`config.mk`:
```
export PLATFORM = sky130hd
export DESIGN_NAME = lock_requester_flat
export DESIGN_NICKNAME = d
export VERILOG_FILES = /design/src/rtl/lock_pkg.sv /design/src/rtl/lock_requester_if.sv /design/src/rtl/lock_wait_timer.sv /design/src/rtl/lock_requester.sv /design/src/flat_wrapper.sv
export SDC_FILE = /design/constraint.sdc
export NUM_CORES = 1
export LEC_CHECK = 0
export CORE_MARGIN = 2
export CORE_UTILIZATION = 52
export CTS_CLUSTER_SIZE = 16
export DETAILED_ROUTE_END_ITERATION = 6
export PLACE_DENSITY = 0.79
export SYNTH_ARGS = -nofsm -noshare
export SYNTH_HDL_FRONTEND = slang
export SYNTH_SLANG_ARGS = --single-unit
```
`constraint.sdc`:
```
create_clock -name clk -period 3.19 [get_ports clk]
set_input_delay 0.957 -clock clk [delete_from_list [all_inputs] [get_ports clk]]
set_output_delay 0.957 -clock clk [all_outputs]
set_load 0.01 [all_outputs]
```
`src/rtl/lock_pkg.sv`:
```
// Shared definitions for the lock requester: FSM state set, system constants
// and a width helper for the shared wait/gap timer.
package lock_pkg;

    typedef enum logic [1:0] {
        ST_IDLE = 2'd0,
        ST_REQ  = 2'd1,
        ST_OWN  = 2'd2,
        ST_GAP  = 2'd3
    } lock_state_e;

    localparam int NUM_CLIENTS = 4;
    localparam int DEF_LEN_W   = 8;
    localparam int DEF_TIMEOUT = 16;
    localparam int DEF_GAP     = 2;

    // Bits needed to hold load values up to max(timeout, gap) - 1.
    function automatic int timer_width(input int timeout, input int gap);
        int m;
        m = (timeout > gap) ? timeout : gap;
        return (m < 2) ? 1 : $clog2(m);
    endfunction

endpackage

```
`src/rtl/lock_requester_if.sv`:
```
// Job, arbiter and beat signals of one lock requester, grouped for the
// requester (slave) and for whoever drives it (master).
interface lock_requester_if #(
    parameter int LEN_W = 8
);
    logic             job_valid;
    logic             job_ready;
    logic [LEN_W-1:0] job_len;
    logic             req;
    logic             grant;
    logic             beat_valid;
    logic             beat_last;
    logic [LEN_W-1:0] beat_cnt;
    logic             busy;
    logic             done;
    logic             timeout_err;

    modport slave (
        input  job_valid, job_len, grant,
        output job_ready, req, beat_valid, beat_last, beat_cnt, busy, done, timeout_err
    );

    modport master (
        output job_valid, job_len, grant,
        input  job_ready, req, beat_valid, beat_last, beat_cnt, busy, done, timeout_err
    );
endinterface

```
`src/rtl/lock_wait_timer.sv`:
```
// Loadable down-counter; expired is high while the count sits at zero.
// Shared between the request timeout and the post-release idle gap.
module lock_wait_timer #(
    parameter int CNT_W = 4
) (
    input  logic             clk,
    input  logic             rst_n,
    input  logic             i_load,
    input  logic [CNT_W-1:0] i_load_val,
    input  logic             i_dec,
    output logic             o_expired
);

    logic [CNT_W-1:0] r_cnt;

    always_ff @(posedge clk) begin
        if (!rst_n) begin
            r_cnt <= '0;
        end else if (i_load) begin
            r_cnt <= i_load_val;
        end else if (i_dec && (r_cnt != '0)) begin
            r_cnt <= r_cnt - CNT_W'(1);
        end
    end

    assign o_expired = (r_cnt == '0);

endmodule

```
`src/rtl/lock_requester.sv`:
```
// Client-side agent of the fixed-priority lock arbiter: requests the lock,
// streams a job's beats while granted, then releases and idles for a gap.
module lock_requester
    import lock_pkg::*;
#(
    parameter int LEN_W   = DEF_LEN_W,
    parameter int TIMEOUT = DEF_TIMEOUT,
    parameter int GAP     = DEF_GAP
) (
    input  logic               clk,
    input  logic               rst_n,
    lock_requester_if.slave    bus
);

    localparam logic [1:0] S_IDLE = ST_IDLE;
    localparam logic [1:0] S_REQ  = ST_REQ;
    localparam logic [1:0] S_OWN  = ST_OWN;
    localparam logic [1:0] S_GAP  = ST_GAP;

    localparam int               CNT_W    = timer_width(TIMEOUT, GAP);
    localparam logic [CNT_W-1:0] TO_LOAD  = CNT_W'(TIMEOUT - 1);
    localparam logic [CNT_W-1:0] GAP_LOAD = CNT_W'(GAP - 1);

    logic [1:0]       r_state;
    logic             r_req;
    logic             r_done;
    logic             r_timeout_err;
    logic [LEN_W-1:0] r_len;
    logic [LEN_W-1:0] r_beat_cnt;

    logic             w_accept;
    logic             w_len_zero;
    logic             w_beat;
    logic             w_last_beat;
    logic             w_expired;
    logic             w_timer_load;
    logic [CNT_W-1:0] w_timer_val;
    logic             w_timer_dec;

    assign w_accept    = (r_state == S_IDLE) && bus.job_valid;
    assign w_len_zero  = (bus.job_len == '0);
    assign w_beat      = (r_state == S_OWN) && bus.grant;
    assign w_last_beat = (r_beat_cnt == (r_len - LEN_W'(1)));

    // The timer counts remaining wait cycles in REQ and remaining idle cycles in GAP.
    always_comb begin
        w_timer_load = 1'b0;
        w_timer_val  = GAP_LOAD;
        w_timer_dec  = 1'b0;
        case (r_state)
            S_IDLE: begin
                if (bus.job_valid) begin
                    w_timer_load = 1'b1;
                    w_timer_val  = w_len_zero ? GAP_LOAD : TO_LOAD;
                end
            end
            S_REQ: begin
                if (!bus.grant) begin
                    if (w_expired) begin
                        w_timer_load = 1'b1;
                    end else begin
                        w_timer_dec = 1'b1;
                    end
                end
            end
            S_OWN: begin
                if (w_beat && w_last_beat) begin
                    w_timer_load = 1'b1;
                end
            end
            S_GAP: begin
                w_timer_dec = 1'b1;
            end
            default: begin
                w_timer_load = 1'b0;
            end
        endcase
    end

    lock_wait_timer #(
        .CNT_W (CNT_W)
    ) u_timer (
        .clk        (clk),
        .rst_n      (rst_n),
        .i_load     (w_timer_load),
        .i_load_val (w_timer_val),
        .i_dec      (w_timer_dec),
        .o_expired  (w_expired)
    );

    always_ff @(posedge clk) begin
        if (!rst_n) begin
            r_state       <= S_IDLE;
            r_req         <= 1'b0;
            r_done        <= 1'b0;
            r_timeout_err <= 1'b0;
            r_beat_cnt    <= '0;
        end else begin
            r_done        <= 1'b0;
            r_timeout_err <= 1'b0;
            case (r_state)
                S_IDLE: begin
                    if (bus.job_valid) begin
                        if (w_len_zero) begin
                            r_state <= S_GAP;
                            r_done  <= 1'b1;
                        end else begin
                            r_state <= S_REQ;
                            r_req   <= 1'b1;
                        end
                    end
                end
                S_REQ: begin
                    // A grant in the final wait cycle wins over the timeout.
                    if (bus.grant) begin
                        r_state <= S_OWN;
                    end else if (w_expired) begin
                        r_state       <= S_GAP;
                        r_req         <= 1'b0;
                        r_timeout_err <= 1'b1;
                    end
                end
                S_OWN: begin
                    if (w_beat) begin
                        if (w_last_beat) begin
                            r_state    <= S_GAP;
                            r_req      <= 1'b0;
                            r_done     <= 1'b1;
                            r_beat_cnt <= '0;
                        end else begin
                            r_beat_cnt <= r_beat_cnt + LEN_W'(1);
                        end
                    end
                end
                S_GAP: begin
                    if (w_expired) begin
                        r_state <= S_IDLE;
                    end
                end
                default: begin
                    r_state <= S_IDLE;
                    r_req   <= 1'b0;
                end
            endcase
        end
    end

    always_ff @(posedge clk) begin
        if (w_accept) begin
            r_len <= bus.job_len;
        end
    end

    assign bus.job_ready   = (r_state == S_IDLE);
    assign bus.busy        = (r_state != S_IDLE);
    assign bus.req         = r_req;
    assign bus.done        = r_done;
    assign bus.timeout_err = r_timeout_err;
    assign bus.beat_valid  = w_beat;
    assign bus.beat_last   = w_beat && w_last_beat;
    assign bus.beat_cnt    = r_beat_cnt;

endmodule

```
`src/flat_wrapper.sv`:
```
// flat-port wrapper written by rule: the top's interface ports become plain ports
module lock_requester_flat import lock_pkg::*;
#(
    parameter int LEN_W   = DEF_LEN_W,
    parameter int TIMEOUT = DEF_TIMEOUT,
    parameter int GAP     = DEF_GAP
)
  (clk, rst_n, bus_job_valid, bus_job_len, bus_grant, bus_job_ready, bus_req, bus_beat_valid, bus_beat_last, bus_beat_cnt, bus_busy, bus_done, bus_timeout_err);
  lock_requester_if #(.LEN_W(LEN_W)) bus_i ();
  input  logic clk;
  input  logic rst_n;
  input wire logic [$bits(bus_i.job_valid)-1:0] bus_job_valid;
  input wire logic [$bits(bus_i.job_len)-1:0] bus_job_len;
  input wire logic [$bits(bus_i.grant)-1:0] bus_grant;
  output wire logic [$bits(bus_i.job_ready)-1:0] bus_job_ready;
  output wire logic [$bits(bus_i.req)-1:0] bus_req;
  output wire logic [$bits(bus_i.beat_valid)-1:0] bus_beat_valid;
  output wire logic [$bits(bus_i.beat_last)-1:0] bus_beat_last;
  output wire logic [$bits(bus_i.beat_cnt)-1:0] bus_beat_cnt;
  output wire logic [$bits(bus_i.busy)-1:0] bus_busy;
  output wire logic [$bits(bus_i.done)-1:0] bus_done;
  output wire logic [$bits(bus_i.timeout_err)-1:0] bus_timeout_err;
  assign bus_i.job_valid = bus_job_valid;
  assign bus_i.job_len = bus_job_len;
  assign bus_i.grant = bus_grant;
  assign bus_job_ready = bus_i.job_ready;
  assign bus_req = bus_i.req;
  assign bus_beat_valid = bus_i.beat_valid;
  assign bus_beat_last = bus_i.beat_last;
  assign bus_beat_cnt = bus_i.beat_cnt;
  assign bus_busy = bus_i.busy;
  assign bus_done = bus_i.done;
  assign bus_timeout_err = bus_i.timeout_err;
  lock_requester #(.LEN_W(LEN_W), .TIMEOUT(TIMEOUT), .GAP(GAP)) u_core (.clk(clk), .rst_n(rst_n), .bus(bus_i));
endmodule
```
After elaboration in Yosys (flattened, before gate mapping)
Cells that the tools add are included.
Cells by class
  add/sub/neg operators: 3
  equal/unequal tests: 12
  mux-type cells: 34
  reductions and logical operators: 15
Operators by type and width (number)
  two-way mux 4 bit: 5
  two-way mux 1 bit: 16
  two-way mux 2 bit: 7
  inequality test 2 bit (second input constant): 5
  adder 8 x 1 -> 8 bit (second input constant): 1
  == test 8 bit: 1
  zero test 8 bit: 1
  two-way mux 8 bit: 1
  one-hot mux 2 bit (4 select lines): 1
  subtractor 8 x 1 -> 8 bit (second input constant): 1
  AND reduction 7 bit: 1
  one-hot mux 1 bit (3 select lines): 2
  AND reduction 5 bit: 1
  == test 2 bit (second input constant): 2
  logical AND 1 bit: 4
  zero test 4 bit: 1
  inequality test 2 x 1 -> 1 bit (second input constant): 2
  one-hot mux 1 bit (2 select lines): 2
  AND reduction 2 bit: 2
  nonzero test 2 bit: 2
  nonzero test 4 bit: 1
  subtractor 4 x 1 -> 4 bit (second input constant): 1
  inequality test 3 bit (second input constant): 1
  nonzero test 3 bit: 1
  2 further kinds: 2
Word-level totals
  register bits: 25
  input bits: 12
  output and inout port bits: 15
  word-level logic and storage cells: 71

Logic depth before layout (Yosys ltp)
Gate-level depths: netlist of run 1.
  depth in word-level cells: 7
  depth in mapped cells: 9
  gate-level depth less buffers: 9

Modules after synthesis
Synthesis of run 1 repeated with hierarchy kept, for this count alone.
Unflattened totals
  cell total of the unflattened synthesis: 165
  area, all modules: 1481.4 um^2
By module, submodules not included
  lock_requester: instances 1, cells an instance 134, area each 1224.9 um^2, seq. area each 500.5 um^2
  lock_wait_timer: instances 1, cells an instance 31, area each 256.5 um^2, seq. area each 80.1 um^2

Worst setup path before layout of run 1
OpenSTA, ideal clock, no wires.
  kind: reg-to-output
  from: register u_core.r_len[0]
  to: output port bus_beat_last
  arrival time: 2.189 ns
  data required time: 2.233 ns
  path slack: 0.044 ns
  cell stages (with the launch flop): 8
  buffers on the path: 0
  path through: edfxtp_1 inv_1 ha_1 or3b_1 or4_4 a211oi_1 nand2_1 nor3_1
On the way
  word-level cells in the longest chain between the ends: 3
Ends and longest elaborated chain
  start: declaration: RTL line lock_requester.sv:28  | logic [LEN_W-1:0] r_len;
  start signal: assignment: RTL line lock_requester.sv:150  | r_len <= bus.job_len;
  subtractor 8 x 1 -> 8 bit: RTL line lock_requester.sv:43  | assign w_last_beat = (r_beat_cnt == (r_len - LEN_W'(1)));
  == test 8 bit: RTL line lock_requester.sv:43
  logical AND 1 bit: RTL line lock_requester.sv:160  | assign bus.beat_last = w_beat && w_last_beat;
  end: declaration: RTL line flat_wrapper.sv:18  | output wire logic [$bits(bus_i.beat_last)-1:0] bus_beat_last;
Every way passes these cells.

Worst setup path in the final report of run 1
Same ends and word-level chain as after synthesis.

==> impl_metrics.env, run 1 <==
export IMPL_wirelength_mm=3.65
export IMPL_finalHoldViolCount=0
export IMPL_cts_tree="built"
export IMPL_max_cap_violations=0
export IMPL_grt_pass1_vias=1369
export IMPL_slowest_delay_ns=0.53
export IMPL_die_width_microns=57.6
export IMPL_drive_gt1_frac=0.199
export IMPL_finalCritPeriodShare=1.07
export IMPL_cpMaxStageDelayCell="or4_4"
export IMPL_status="finished, violations left"
export IMPL_grt_max_degree=14
export IMPL_dr_pass1_iters=4
export IMPL_htree_levels=1
export IMPL_grt_total_usage=0.227
export IMPL_wire_per_inst_microns=14.8
export IMPL_critPathArrivalTime_ns=2.47
export IMPL_port_buffers=26
export IMPL_max_freq_mhz=292
export IMPL_final_core_util=0.745
export IMPL_synth_seq_cells=25
export IMPL_cp_end_kind="primary output"
export IMPL_max_vdd_ir_drop_v=0.000342
export IMPL_fin_ws_ns=-0.238
export IMPL_fill_cells=213
export IMPL_grt_pass1_wl_mm=5.88
export IMPL_setup_viol=1
export IMPL_holdCritPathClass="flip-flop to flip-flop"
export IMPL_vias_per_cell=5.60
export IMPL_dieArea_sq_mm=0.00331
export IMPL_failed_checks="negative setup slack"
export IMPL_insertion_delay_ns=0.32
export IMPL_rsz0062_at_grt="yes"
export IMPL_avgSynthCellArea_sq_um=9.27
export IMPL_period_needed_ns=3.43
export IMPL_antenna_found_initial=0
export IMPL_drtAntennaViolNets=0
export IMPL_synthFlopType="dfxtp_1"
export IMPL_reg2reg_depth=9
export IMPL_holdPathStages=2
export IMPL_multi_input_comb_area_sq_um=892
export IMPL_start_util=0.546
export IMPL_fp_dieH_microns=57.6
export IMPL_crit_required_ns=2.23
export IMPL_postLayoutCellArea_sq_mm=0.00204
export IMPL_synth_nets=180
export IMPL_worst_pin_slew_ns=0.502
export IMPL_syn_area_sq_mm=0.00149
export IMPL_syn2layout_area_growth_pct=36.4
export IMPL_ys_seq_area_frac=0.389
export IMPL_crit_chain="inv_2, ha_4, or3b_4, or4_4, a211oi_2, nand2_1, nor3_2, buf_2"
export IMPL_synth_edf_count=8
export IMPL_detailed_place_area_sq_mm=0.00195
export IMPL_grt_overflow=0
export IMPL_io_pins=27
export IMPL_fin_nets=236
export IMPL_synthCells=161
export IMPL_drc_errors=0
export IMPL_cts_sinks=25
export IMPL_clock_tree_root_cell="clkbuf_4"
export IMPL_p_leak_nw=0.804
export IMPL_vias=1382
export IMPL_path_class="flip-flop to primary output"
export IMPL_path_clk_slew_ns=0.14
export IMPL_clock_path_buffers=2
export IMPL_async_reset_ff_frac=0
export IMPL_drt_initial_drc_count=76
export IMPL_skew_ns=0.00501
export IMPL_p_per_area_mw_per_mm2=393
export IMPL_yosysUniqueCellTypes=47
export IMPL_gp_congestion=0.879
export IMPL_power_mw=0.800
export IMPL_cp_max_fo=3
export IMPL_finalMaxSlewViolations=0
export IMPL_start_kind="flip-flop"
export IMPL_dp_hpwl_mm=2.77
export IMPL_ys_warnings_count=0
export IMPL_ff_latch_area_sq_um=581
export IMPL_design_core_area_sq_mm=0.00273
export IMPL_layout_commonest_cell="buf_4"
export IMPL_rows=19
export IMPL_numCtsBuffers=3
export IMPL_final_cell_mix="buf_4, clkdlybuf4s50_1, dfxtp_1, nand2_1, nor2_1"
export IMPL_slew_headroom=0.665
export IMPL_diodes=0
Yosys cell counts, types with 2 or more instances:
cell type,n,share of area
a211oi_1,2,0.010
a21boi_0,2,0.010
a21oi_1,4,0.013
a221oi_1,3,0.018
and2_1,3,0.013
and3_1,3,0.013
dfxtp_1,17,0.23
edfxtp_1,8,0.16
ha_1,7,0.059
inv_1,13,0.033
mux2i_1,2,0.013
nand2_1,16,0.040
nand3_1,2,0.0067
nand3b_1,2,0.010
nand4_1,2,0.0084
nor2_1,14,0.035
nor3_1,7,0.023
o211ai_1,3,0.015
o21a_1,2,0.010
o21ai_0,4,0.013
or4_1,4,0.020
xnor2_1,11,0.065
xor2_1,6,0.035
layer usage:
metal / track usage / share of wire / vias to the layer above / wire length [microns]
met2: 0.419 / 0.53 / 32 / 1910
met3: 0.0363 / 0.033 / 8 / 119
met1: 0.264 / 0.42 / 646 / 1540
met5: 0 / 0 / - / 0
li1: - / - / 696 / -
met4: 0.0764 / 0.021 / 0 / 76
timing repair:
action / in CTS / in global routing
setup buffers: 2 / 3
pin swaps: 4 / 6
endpoints found under the setup margin: 2 / 1
hold buffers: 0 / 0
resized for setup: 8 / 5
cells by family (layout without fill, tap and decap cells):
group / after synthesis / count (layout) / share of synthesized area
muxes: 3 / 3 / 0.0210
buffers and inverters: 14 / 69 / 0.0352
DFF: 25 / 25 / 0.389
xor gates and xnor gates: 17 / 17 / 0.0997
adders and majority gates: 7 / 7 / 0.0587
AOI/OAI and AO/OA: 33 / 33 / 0.179
and+or+nand+nor: 62 / 62 / 0.218
worst max-delay path: cells and delay by family (launching register included):
family | cells | cell delay, ns
and+or+nand+nor | 4 | 1.10
buffers and inverters | 2 | 0.25
adders and majority gates | 1 | 0.14
DFF | 1 | 0.44
AOI/OAI and AO/OA | 1 | 0.22
through the flow:
step / worst slack [ns] / TNS (ns) / cells / hold WS (ns)
2_1_floorplan: 0.0443 / 0 / 161 / 0.468
3_3_place_gp: -0.249 / -0.255 / 238 / 0.445
3_5_place_dp: -0.313 / -0.343 / 238 / 0.465
4_1_cts: -0.225 / -0.225 / 244 / 0.483
5_1_grt: -0.324 / -0.324 / 247 / 0.497
6_report: -0.238 / -0.238 / 247 / 0.480
registers in the layout, indices dropped and copies added (netlist names):
signal                  flops
u_core.bus.req              1
u_core.bus.beat_cnt         8
u_core.r_state              2
u_core.u_timer.r_cnt        4
u_core.bus.done             1
u_core.r_len                8
u_core.bus.timeout_err      1
path summary, 6_finish.rpt:
kind                                                              to                   startpoint  slack, ns
worst max-delay path                                   bus_beat_last    u_core.r_len[0]$_DFFE_PP_      -0.24
worst min-delay path                     u_core.bus.req$_SDFFE_PN0P_  u_core.bus.req$_SDFFE_PN0P_       0.48
worst max register to register  u_core.u_timer.r_cnt[2]$_SDFFE_PN0P_    u_core.r_len[0]$_DFFE_PP_       0.25
worst min register to register           u_core.bus.req$_SDFFE_PN0P_  u_core.bus.req$_SDFFE_PN0P_       0.48
power by group:
group | leakage (nW) | internal (mW) | total (mW) | switching (mW)
Sequential | 0.215 | 0.361 | 0.385 | 0.0231
Clock | 0.0150 | 0.0490 | 0.146 | 0.0974
Combinational | 0.574 | 0.137 | 0.269 | 0.131
Total | 0.804 | 0.548 | 0.800 | 0.252
cell type report:
type                            instances  share of cell area
Clock buffer                            4              0.0129
Inverter                               13              0.0240
Multi-Input combinational cell        122               0.438
Sequential cell                        25               0.285
Tap cell                               31              0.0191
Timing Repair Buffer                   52               0.221
Note: power is estimated with default switching activity, not from simulation.
==> run 2, diff against run 1 <==
--- a/config.mk
+++ b/config.mk
@@ -5,11 +5,12 @@
 export SDC_FILE = /design/constraint.sdc
 export NUM_CORES = 1
 export LEC_CHECK = 0
+export ABC_CLOCK_PERIOD_IN_PS = 3600
 export CORE_MARGIN = 2
-export CORE_UTILIZATION = 52
+export CORE_UTILIZATION = 50
 export CTS_CLUSTER_SIZE = 16
 export DETAILED_ROUTE_END_ITERATION = 6
-export PLACE_DENSITY = 0.79
+export PLACE_DENSITY = 0.77
 export SYNTH_ARGS = -nofsm -noshare
 export SYNTH_HDL_FRONTEND = slang
 export SYNTH_SLANG_ARGS = --single-unit
==> constraint.sdc (replaced) <==
create_clock -name clk -period 3.6 [get_ports clk]
set_input_delay 1.08 -clock clk [delete_from_list [all_inputs] [get_ports clk]]
set_output_delay 1.08 -clock clk [all_outputs]
set_load 0.01 [all_outputs]
==> run 2 against run 1 <==
  * The flow finishes with violations (design-rule violations)
  * Global-route usage decreased by 0.32 points
  * Sequential share of layout area rose by 1.5 points
  * Critical path depth is the same
  * Clock power shrank 12%
  * Flip-flop and latch count is the same
  * Combinational power decreased by 17%
  * Setup slack improved by 0.29 ns
  * Sequential power down 11%
  * Via count down 0.94%
  * Total power decreased by 13%
  * Non-clock buffer count down 11
  * Hold slack lost 0.0094 ns
==> impl_metrics.env, run 2 (synthesis results as in run 1) <==
export IMPL_numCtsBuffers=3
export IMPL_wirelength_mm=3.48
export IMPL_port_buffers=26
export IMPL_worst_pin_slew_ns=0.510
export IMPL_grt_overflow=0
export IMPL_min_delay_start="u_core.bus.req$_SDFFE_PN0P_"
export IMPL_final_cell_mix="clkdlybuf4s50_1, dfxtp_1, nand2_1, buf_4, nor2_1"
export IMPL_failed_checks="design-rule violations"
export IMPL_status="finished, violations left"
export IMPL_max_vdd_ir_drop_v=0.000273
export IMPL_antenna_found_initial=0
export IMPL_clock_path_buffers=2
export IMPL_drt_initial_drc_count=64
export IMPL_max_cap_violations=0
export IMPL_start_util=0.532
export IMPL_rows=19
export IMPL_die_width_microns=58.6
export IMPL_cts_tree="built"
export IMPL_vias_per_cell=5.80
export IMPL_path_clk_slew_ns=0.14
export IMPL_finalHoldViolCount=0
export IMPL_fin_nets=225
export IMPL_period_needed_ns=3.55
export IMPL_grt_max_degree=15
export IMPL_finalMaxSlewViolations=0
export IMPL_r2r_slack_ns=0.66
export IMPL_fp_dieH_microns=58.6
export IMPL_p_per_area_mw_per_mm2=358
export IMPL_path_class="flip-flop to primary output"
export IMPL_vias=1369
export IMPL_holdCritPathClass="flip-flop to flip-flop"
export IMPL_final_core_util=0.690
export IMPL_worstReg2RegStart="u_core.r_len[0]$_DFFE_PP_"
export IMPL_clock_tree_root_cell="clkbuf_4"
export IMPL_cp_max_fo=3
export IMPL_critPathArrivalTime_ns=2.47
export IMPL_rsz0062_at_grt="yes"
export IMPL_slew_headroom=0.659
export IMPL_drive_gt1_frac=0.141
export IMPL_htree_levels=1
export IMPL_grt_total_usage=0.224
export IMPL_cp_end_kind="primary output"
export IMPL_gp_congestion=0.904
export IMPL_cts_hold_buf=0
export IMPL_reg2reg_depth=9
export IMPL_drc_errors=3
export IMPL_holdPathStages=2
export IMPL_design_core_area_sq_mm=0.00281
export IMPL_cts_sinks=25
export IMPL_finalCritPeriodShare=0.985
export IMPL_diodes=0
export IMPL_setup_viol=0
export IMPL_io_pins=27
export IMPL_crit_required_ns=2.52
export IMPL_max_freq_mhz=282
export IMPL_setup_tns_ns=0
export IMPL_grt_pass1_vias=1329
export IMPL_insertion_delay_ns=0.33
export IMPL_layout_commonest_cell="clkdlybuf4s50_1"
export IMPL_p_leak_nw=0.751
export IMPL_dieArea_sq_mm=0.00344
export IMPL_reg2reg_to="u_core.u_timer.r_cnt[3]$_SDFFE_PN0P_"
export IMPL_dr_pass1_iters=6
export IMPL_grt_pass1_wl_mm=5.87
export IMPL_fill_cells=233
export IMPL_wire_per_inst_microns=14.8
export IMPL_start_kind="flip-flop"
export IMPL_drtAntennaViolNets=0
export IMPL_min_to="u_core.bus.req$_SDFFE_PN0P_"
export IMPL_skew_ns=0.00622
export IMPL_syn2layout_area_growth_pct=29.7
export IMPL_dp_hpwl_mm=2.83
[run 2: changes by cell type in the layout (fill, tap and decap cells not counted)]
| cell | delta |
|---|---|
| inv_1 | +2 |
| o311ai_1 | +1 |
| ha_4 | -1 |
| clkdlybuf4s50_1 | +1 |
| buf_4 | -11 |
| clkbuf_1 | -1 |
| clkinv_2 | +1 |
| o311ai_2 | -1 |
| ha_1 | +1 |
| inv_2 | -2 |
| dlygate4sd2_1 | -1 |
[run 2: per-layer routing]
| layer | share of wire | GRT usage | vias to the layer above |
|---|---|---|---|
| met5 | 0 | 0 | - |
| met4 | 0.0060 | 0.0649 | 0 |
| met3 | 0.043 | 0.0484 | 3 |
| met2 | 0.51 | 0.409 | 38 |
| met1 | 0.44 | 0.262 | 651 |
| li1 | - | - | 677 |
[run 2: how the worst max path moves through the flow]
stage,from,to,depth (start not counted)
floorplan,u_core.r_len[0]$_DFFE_PP_,bus_beat_last,7
global placement,u_core.r_len[0]$_DFFE_PP_,bus_beat_last,8
detailed placement,u_core.r_len[0]$_DFFE_PP_,bus_beat_last,8
CTS,u_core.r_len[0]$_DFFE_PP_,bus_beat_last,8
global route,u_core.r_len[1]$_DFFE_PP_,bus_beat_last,8
finish,u_core.r_len[0]$_DFFE_PP_,bus_beat_last,8
[run 2: per-stage QoR]
step	setup slack (ns)	power [mW]	hold WS [ns]	cell area (sq um)	cells
finish	0.0547	0.694	0.470	1940	236
global route	-0.0570	0.735	0.519	1940	236
CTS	0.00537	0.694	0.474	1920	235
detailed placement	-0.108	0.564	0.458	1890	230
global placement	0.0258	0.552	0.447	1890	230
floorplan	0.331	0.485	0.468	1490	161
[run 2: final cells by class]
cell class | count | area [sq um] | area share
Multi-Input combinational cell | 122 | 872 | 0.451
Clock buffer | 3 | 22.5 | 0.0116
Tap cell | 31 | 38.8 | 0.0200
Clock inverter | 1 | 5.00 | 0.00259
Inverter | 13 | 48.8 | 0.0252
Timing Repair Buffer | 41 | 368 | 0.190
Sequential cell | 25 | 581 | 0.300
[run 2: timing repair]
item | CTS | global route
endpoints found under the hold margin | 0 | 0
endpoints found under the setup margin | 1 | 1
pin swaps | 1 | 0
buffers inserted | 1 | 1
gates resized for setup | 5 | 2
[run 2: critical path, stage by stage (launching register included)]
cell	delay [ns]
edfxtp_1	0.44
inv_1	0.09
ha_1	0.16
or3b_4	0.38
or4_4	0.50
a211oi_2	0.21
nand2_1	0.11
nor3_2	0.10
buf_2	0.15
[run 2: report_power, final]
group / internal (mW) / leakage, nW / switching [mW]
registers: 0.320 / 0.215 / 0.0229
clock network: 0.0418 / 0.0177 / 0.0866
logic: 0.110 / 0.518 / 0.112
total: 0.472 / 0.751 / 0.221
